## src/rtl/mem_arbiter.sv

```systemverilog
// Arbitrates one single-port memory between instruction fetch and the data stage,
// then sequences the halt: drain outstanding traffic, emit one dump strobe, park.
module mem_arbiter #(
    parameter int ADDR_W       = 16,
    parameter int DATA_W       = 16,
    parameter int STARVE_LIMIT = 3
) (
    input  logic              clk,
    input  logic              rst,
    input  logic              fetch_req,
    input  logic [ADDR_W-1:0] fetch_addr,
    output logic [DATA_W-1:0] fetch_rdata,
    output logic              fetch_done,
    output logic              fetch_stall,
    input  logic              data_req,
    input  logic              data_wr,
    input  logic [ADDR_W-1:0] data_addr,
    input  logic [DATA_W-1:0] data_wdata,
    output logic [DATA_W-1:0] data_rdata,
    output logic              data_done,
    output logic              data_stall,
    input  logic              halt,
    output logic              halted,
    output logic              mem_en,
    output logic              mem_wr,
    output logic [ADDR_W-1:0] mem_addr,
    output logic [DATA_W-1:0] mem_wdata,
    input  logic [DATA_W-1:0] mem_rdata,
    input  logic              mem_done,
    output logic              mem_dump
);

    localparam int CNT_W = (STARVE_LIMIT < 1) ? 1 : $clog2(STARVE_LIMIT + 1);
    localparam logic [CNT_W-1:0] LIMIT = CNT_W'(STARVE_LIMIT);

    typedef enum logic [2:0] {
        S_IDLE,
        S_FETCH,
        S_DATA,
        S_DUMP,
        S_HALTED
    } state_t;

    state_t            state_q, state_d;
    logic [CNT_W-1:0]  starve_q, starve_d;
    logic              mem_en_q, mem_en_d;
    logic              mem_wr_q, mem_wr_d;
    logic [ADDR_W-1:0] mem_addr_q, mem_addr_d;
    logic [DATA_W-1:0] mem_wdata_q, mem_wdata_d;
    logic [DATA_W-1:0] fetch_rdata_q, fetch_rdata_d;
    logic [DATA_W-1:0] data_rdata_q, data_rdata_d;
    logic              fetch_done_q, fetch_done_d;
    logic              data_done_q, data_done_d;
    logic              mem_dump_q, mem_dump_d;
    logic              halted_q, halted_d;

    // A port whose done pulse is showing has just been served; its held level is not a new request yet.
    logic fetch_act, data_act;
    assign fetch_act = fetch_req & ~fetch_done_q;
    assign data_act  = data_req & ~data_done_q;

    always_comb begin
        // NOTE: every _d gets a default before the case so no path leaves it unassigned (no latches).
        state_d       = state_q;
        starve_d      = starve_q;
        mem_en_d      = mem_en_q;
        mem_wr_d      = mem_wr_q;
        mem_addr_d    = mem_addr_q;
        mem_wdata_d   = mem_wdata_q;
        fetch_rdata_d = fetch_rdata_q;
        data_rdata_d  = data_rdata_q;
        fetch_done_d  = 1'b0;
        data_done_d   = 1'b0;
        mem_dump_d    = 1'b0;
        halted_d      = halted_q;

        case (state_q)
            S_IDLE: begin
                if (halt) begin
                    state_d    = S_DUMP;
                    mem_dump_d = 1'b1;
                end else if (data_act && (!fetch_act || starve_q < LIMIT)) begin
                    state_d     = S_DATA;
                    mem_en_d    = 1'b1;
                    mem_wr_d    = data_wr;
                    mem_addr_d  = data_addr;
                    mem_wdata_d = data_wdata;
                    if (fetch_req && starve_q != LIMIT) starve_d = starve_q + 1'b1;
                end else if (fetch_act) begin
                    state_d    = S_FETCH;
                    mem_en_d   = 1'b1;
                    mem_wr_d   = 1'b0;
                    mem_addr_d = fetch_addr;
                    starve_d   = '0;
                end
            end
            S_FETCH: begin
                if (mem_done) begin
                    state_d       = S_IDLE;
                    mem_en_d      = 1'b0;
                    fetch_done_d  = 1'b1;
                    fetch_rdata_d = mem_rdata;
                end
            end
            S_DATA: begin
                if (mem_done) begin
                    state_d     = S_IDLE;
                    mem_en_d    = 1'b0;
                    mem_wr_d    = 1'b0;
                    data_done_d = 1'b1;
                    if (!mem_wr_q) data_rdata_d = mem_rdata;
                end
            end
            S_DUMP: begin
                state_d  = S_HALTED;
                halted_d = 1'b1;
            end
            S_HALTED: begin
                state_d = S_HALTED;
            end
            default: begin
                state_d  = S_IDLE;
                mem_en_d = 1'b0;
                mem_wr_d = 1'b0;
            end
        endcase
    end

    // NOTE: state registers use non-blocking assignments so every flop samples pre-edge values.
    always_ff @(posedge clk or posedge rst) begin
        if (rst) begin
            state_q       <= S_IDLE;
            starve_q      <= '0;
            mem_en_q      <= 1'b0;
            mem_wr_q      <= 1'b0;
            mem_addr_q    <= '0;
            mem_wdata_q   <= '0;
            fetch_rdata_q <= '0;
            data_rdata_q  <= '0;
            fetch_done_q  <= 1'b0;
            data_done_q   <= 1'b0;
            mem_dump_q    <= 1'b0;
            halted_q      <= 1'b0;
        end else begin
            state_q       <= state_d;
            starve_q      <= starve_d;
            mem_en_q      <= mem_en_d;
            mem_wr_q      <= mem_wr_d;
            mem_addr_q    <= mem_addr_d;
            mem_wdata_q   <= mem_wdata_d;
            fetch_rdata_q <= fetch_rdata_d;
            data_rdata_q  <= data_rdata_d;
            fetch_done_q  <= fetch_done_d;
            data_done_q   <= data_done_d;
            mem_dump_q    <= mem_dump_d;
            halted_q      <= halted_d;
        end
    end

    assign mem_en      = mem_en_q;
    assign mem_wr      = mem_wr_q;
    assign mem_addr    = mem_addr_q;
    assign mem_wdata   = mem_wdata_q;
    assign fetch_rdata = fetch_rdata_q;
    assign data_rdata  = data_rdata_q;
    assign fetch_done  = fetch_done_q;
    assign data_done   = data_done_q;
    assign mem_dump    = mem_dump_q;
    assign halted      = halted_q;
    assign fetch_stall = fetch_req & ~fetch_done_q;
    assign data_stall  = data_req & ~data_done_q;

endmodule

```

## config.mk

```make
export PLATFORM = sky130hd
export DESIGN_NAME = mem_arbiter
export DESIGN_NICKNAME = d
export VERILOG_FILES = /design/src/rtl/mem_arbiter.sv
export SDC_FILE = /design/constraint.sdc
export NUM_CORES = 1
export LEC_CHECK = 0
export BUFFER_PORTS_ARGS = -buffer_cell sky130_fd_sc_hd__buf_4
export CORE_MARGIN = 2
export CORE_UTILIZATION = 40
export CTS_BUF_LIST = sky130_fd_sc_hd__clkbuf_16
export DETAILED_ROUTE_END_ITERATION = 7
export GPL_ROUTABILITY_DRIVEN = 0
export PLACE_DENSITY = 0.78
export SYNTH_ARGS = -nofsm -noshare
export SYNTH_HDL_FRONTEND = slang
export SYNTH_SLANG_ARGS = --single-unit
```

## constraint.sdc

```tcl
create_clock -name clk -period 3 [get_ports clk]
set_clock_uncertainty 0.1 [all_clocks]
set_input_delay 0 -clock clk [delete_from_list [all_inputs] [get_ports clk]]
set_output_delay 0 -clock clk [all_outputs]
set_load 0.005 [all_outputs]
```

==> reports/metrics.yaml <==
final_layout:
  fin_cells: 567
  finish.utilization_pct: 69.3
  area_delta_synth_final_pct: 69.8
  diodes: 0
  drive_above_1_share_pct: 46.5
  final_nets: 533
logic_synthesis:
  synth_area_per_cell_sq_um: 12.4
  synth_xor_area_share_pct: 0
  synth_compound_area_share_pct: 8.50
  synth-adder-area-share_pct: 0.403
  synthesis.nets: 322
  synth_edf_count: 0
  yosysWarnings: 0
  async_reset_ff_share_pct: 100
  ys_ff_latch: 75
  synth_top_family_by_area: "multiplexers"
  synth_seq_area_share_pct: 60.4
  synth_ff_type: "dfrtp_1"
  synth_cell_types: 32
  netlist_area_sq_mm: 0.00311
  muxShareOfSynthArea_pct: 17.4
  postSynthCellCount: 250
  synthSimpleGateAreaFrac_pct: 10.1
drt:
  wl_per_cell_um: 15.3
  vias: 2808
  drc_errors: 0
  ant_nets: 0
  drt-total-wl_um: 8690
  drtIter0Drc: 139
  vias_per_cell: 4.95
  drt_pass1_iterations: 4
flow_run:
  maxCapViolations: 0
sta:
  fin_crit_ns: 2.53
  hold_viol_final: 0
  whs_ns: 0.0637
  maxSlewHeadroom_pct: 45.7
  setup_tns_ns: 0
  maxSlewViolCount: 0
  finalSetupViolCount: 0
  fmax_ghz: 0.395
  post-route-period-util_pct: 84.5
  worst_slew_pin_slew_ns: 0.814
  rsz0062_at_grt: "no"
clocking:
  htreeDepth: 3
  path_clk_slew_ns: 0.06
  clock_path_buffers: 2
  cts_tree: "built"
  cts-root-buf: "clkbuf_16"
  insertion_delay_ns: 0.32
  numClockSinks: 75
  cts_made_buffers: 9
floorplan:
  initial_core_util_pct: 40.8
  rows: 32
  die-area_sq_mm: 0.00849
  core_sq_mm: 0.00761
  die_x_um: 92.1
  io_pins: 143
  die_h_um: 92.1
global_route:
  grt.total_usage_pct: 21.0
  grt_pass1_wl_um: 13900
  globalRoute.totalOverflow: 0
  antenna_found_initial: 0
  grt_start_max_net_pins: 50
  grt_pass1_vias: 2855
power_and_ir_drop:
  p_leak_nw: 2.47
  powerDensity_mw_per_mm2: 972
  power_mw: 5.13
  ir_worst_vdd_mv: 0.572
hold_path:
  min_path_type: "in2reg"
  worst_hold_path.num_cells: 4
critical_path:
  endpoint_kind: "flip-flop"
  critPathArrivalTime_ns: 2.70
  ff2ff_path_depth: 6
  slowest_stage: "o21ai_2"
  required_ns: 3.16
  path_class: "reg2reg"
  max_stage_delay_ns: 0.68
  crit_chain: "nand2b_1 -> inv_1 -> o21ai_2 -> a21oi_1 -> a21oi_1 -> dlygate4sd3_1"
  cpMostUsedCell: "a21oi_1"
  cp-start-kind: "flip-flop"
  path_max_fanout: 20
status:
  status: "completed"
placement:
  numPortBuffers: 142
  dp_hpwl_um: 5450
  dp.cells: 484
area by class of cell:
| cell class | count | area (sq um) |
|---|---|---|
| fill | 522 | 2330 |
| sequential | 75 | 1880 |
| timing repair buffer | 214 | 1780 |
| multi-input combinational | 157 | 1150 |
| clock buffer | 9 | 225 |
| tap | 102 | 128 |
| clock inverter | 6 | 105 |
| inverter | 4 | 15.0 |
synth_stat cells (2+ instances only):
| master | count | area [sq um] |
|---|---|---|
| nand2b_1 | 5 | 31.3 |
| dfrtp_1 | 75 | 1880 |
| o21ai_0 | 5 | 25.0 |
| buf_4 | 3 | 22.5 |
| clkbuf_1 | 3 | 11.3 |
| a21oi_1 | 35 | 175 |
| buf_2 | 3 | 15.0 |
| nor4_4 | 2 | 42.5 |
| mux2_2 | 48 | 541 |
| nor2_1 | 18 | 67.6 |
| nand2_1 | 24 | 90.1 |
| clkbuf_2 | 2 | 10.0 |
| nor3_1 | 4 | 20.0 |
| inv_1 | 4 | 15.0 |
| buf_6 | 2 | 22.5 |
metrics by stage:
step	cell area (sq um)	setup WS [ns]
final	5280	0.465
after global routing	5280	0.276
after CTS	5270	0.0706
after detailed placement	4260	0.591
after global placement	4260	0.757
after floorplan	3110	0.990
power by group:
group | total [mW] | switching [mW] | internal (mW)
registers | 1.87 | 0.356 | 1.51
clock network | 1.19 | 0.390 | 0.802
logic | 2.07 | 0.748 | 1.32
kinds of logic after synthesis:
group,after synthesis
compound gates,47
fa+ha+maj,1
buf+inv,18
flops,75
mux,48
simple gates,61
worst paths after layout:
path / from / endpoint / slack [ns]
max: data_done / mem_addr[8] / 0.47
min: data_wr / mem_wr / 0.06
max reg2reg: data_done / mem_addr[8] / 0.47
min reg2reg: halted / halted / 0.37
max in group asynchronous: rst / fetch_rdata[14] / 2.05
min in group asynchronous: rst / fetch_rdata[6] / 0.20
state kept, by name, indices dropped and copies added, names as in the netlist:
register / cells
starve_q: 2
halted: 1
data_rdata: 16
mem_addr: 16
mem_en: 1
data_done: 1
mem_wr: 1
state_q: 3
mem_wdata: 16
mem_dump: 1
fetch_done: 1
fetch_rdata: 16
routing by layer:
| layer | global-route usage, % | wire [um] |
|---|---|---|
| met5 | 0 | 0 |
| met1 | 25.6 | 3480 |
| met2 | 36.8 | 4610 |
| met3 | 4.93 | 431 |
| met4 | 6.84 | 167 |
critical path, delay by kind of cell, from the launching register on:
family	cells	cell delay, ns
DFF	1	0.34
AOI/OAI and AO/OA	3	0.99
buffers and inverters	2	0.72
and+or+nand+nor	1	0.31
repair_timing:
item / CTS / global route
hold endpoints to repair: 146 / 0
buffers inserted: 0 / 0
hold buffers: 68 / 0
gates resized for setup: 0 / 0
layout by cell type, fill, tap and decap left out, types with 2 or more instances in the layout:
cell / instances
mux2_2: 48
clkinv_1: 2
dlygate4sd3_1: 68
nand2b_1: 5
a21oi_1: 35
nor4_4: 2
bufinv_16: 3
nor2_1: 18
nor3_1: 4
buf_4: 146
dfrtp_1: 75
o21ai_0: 5
nand2_1: 24
clkbuf_16: 9
inv_1: 3
Power figures use the tool's default switching activity.
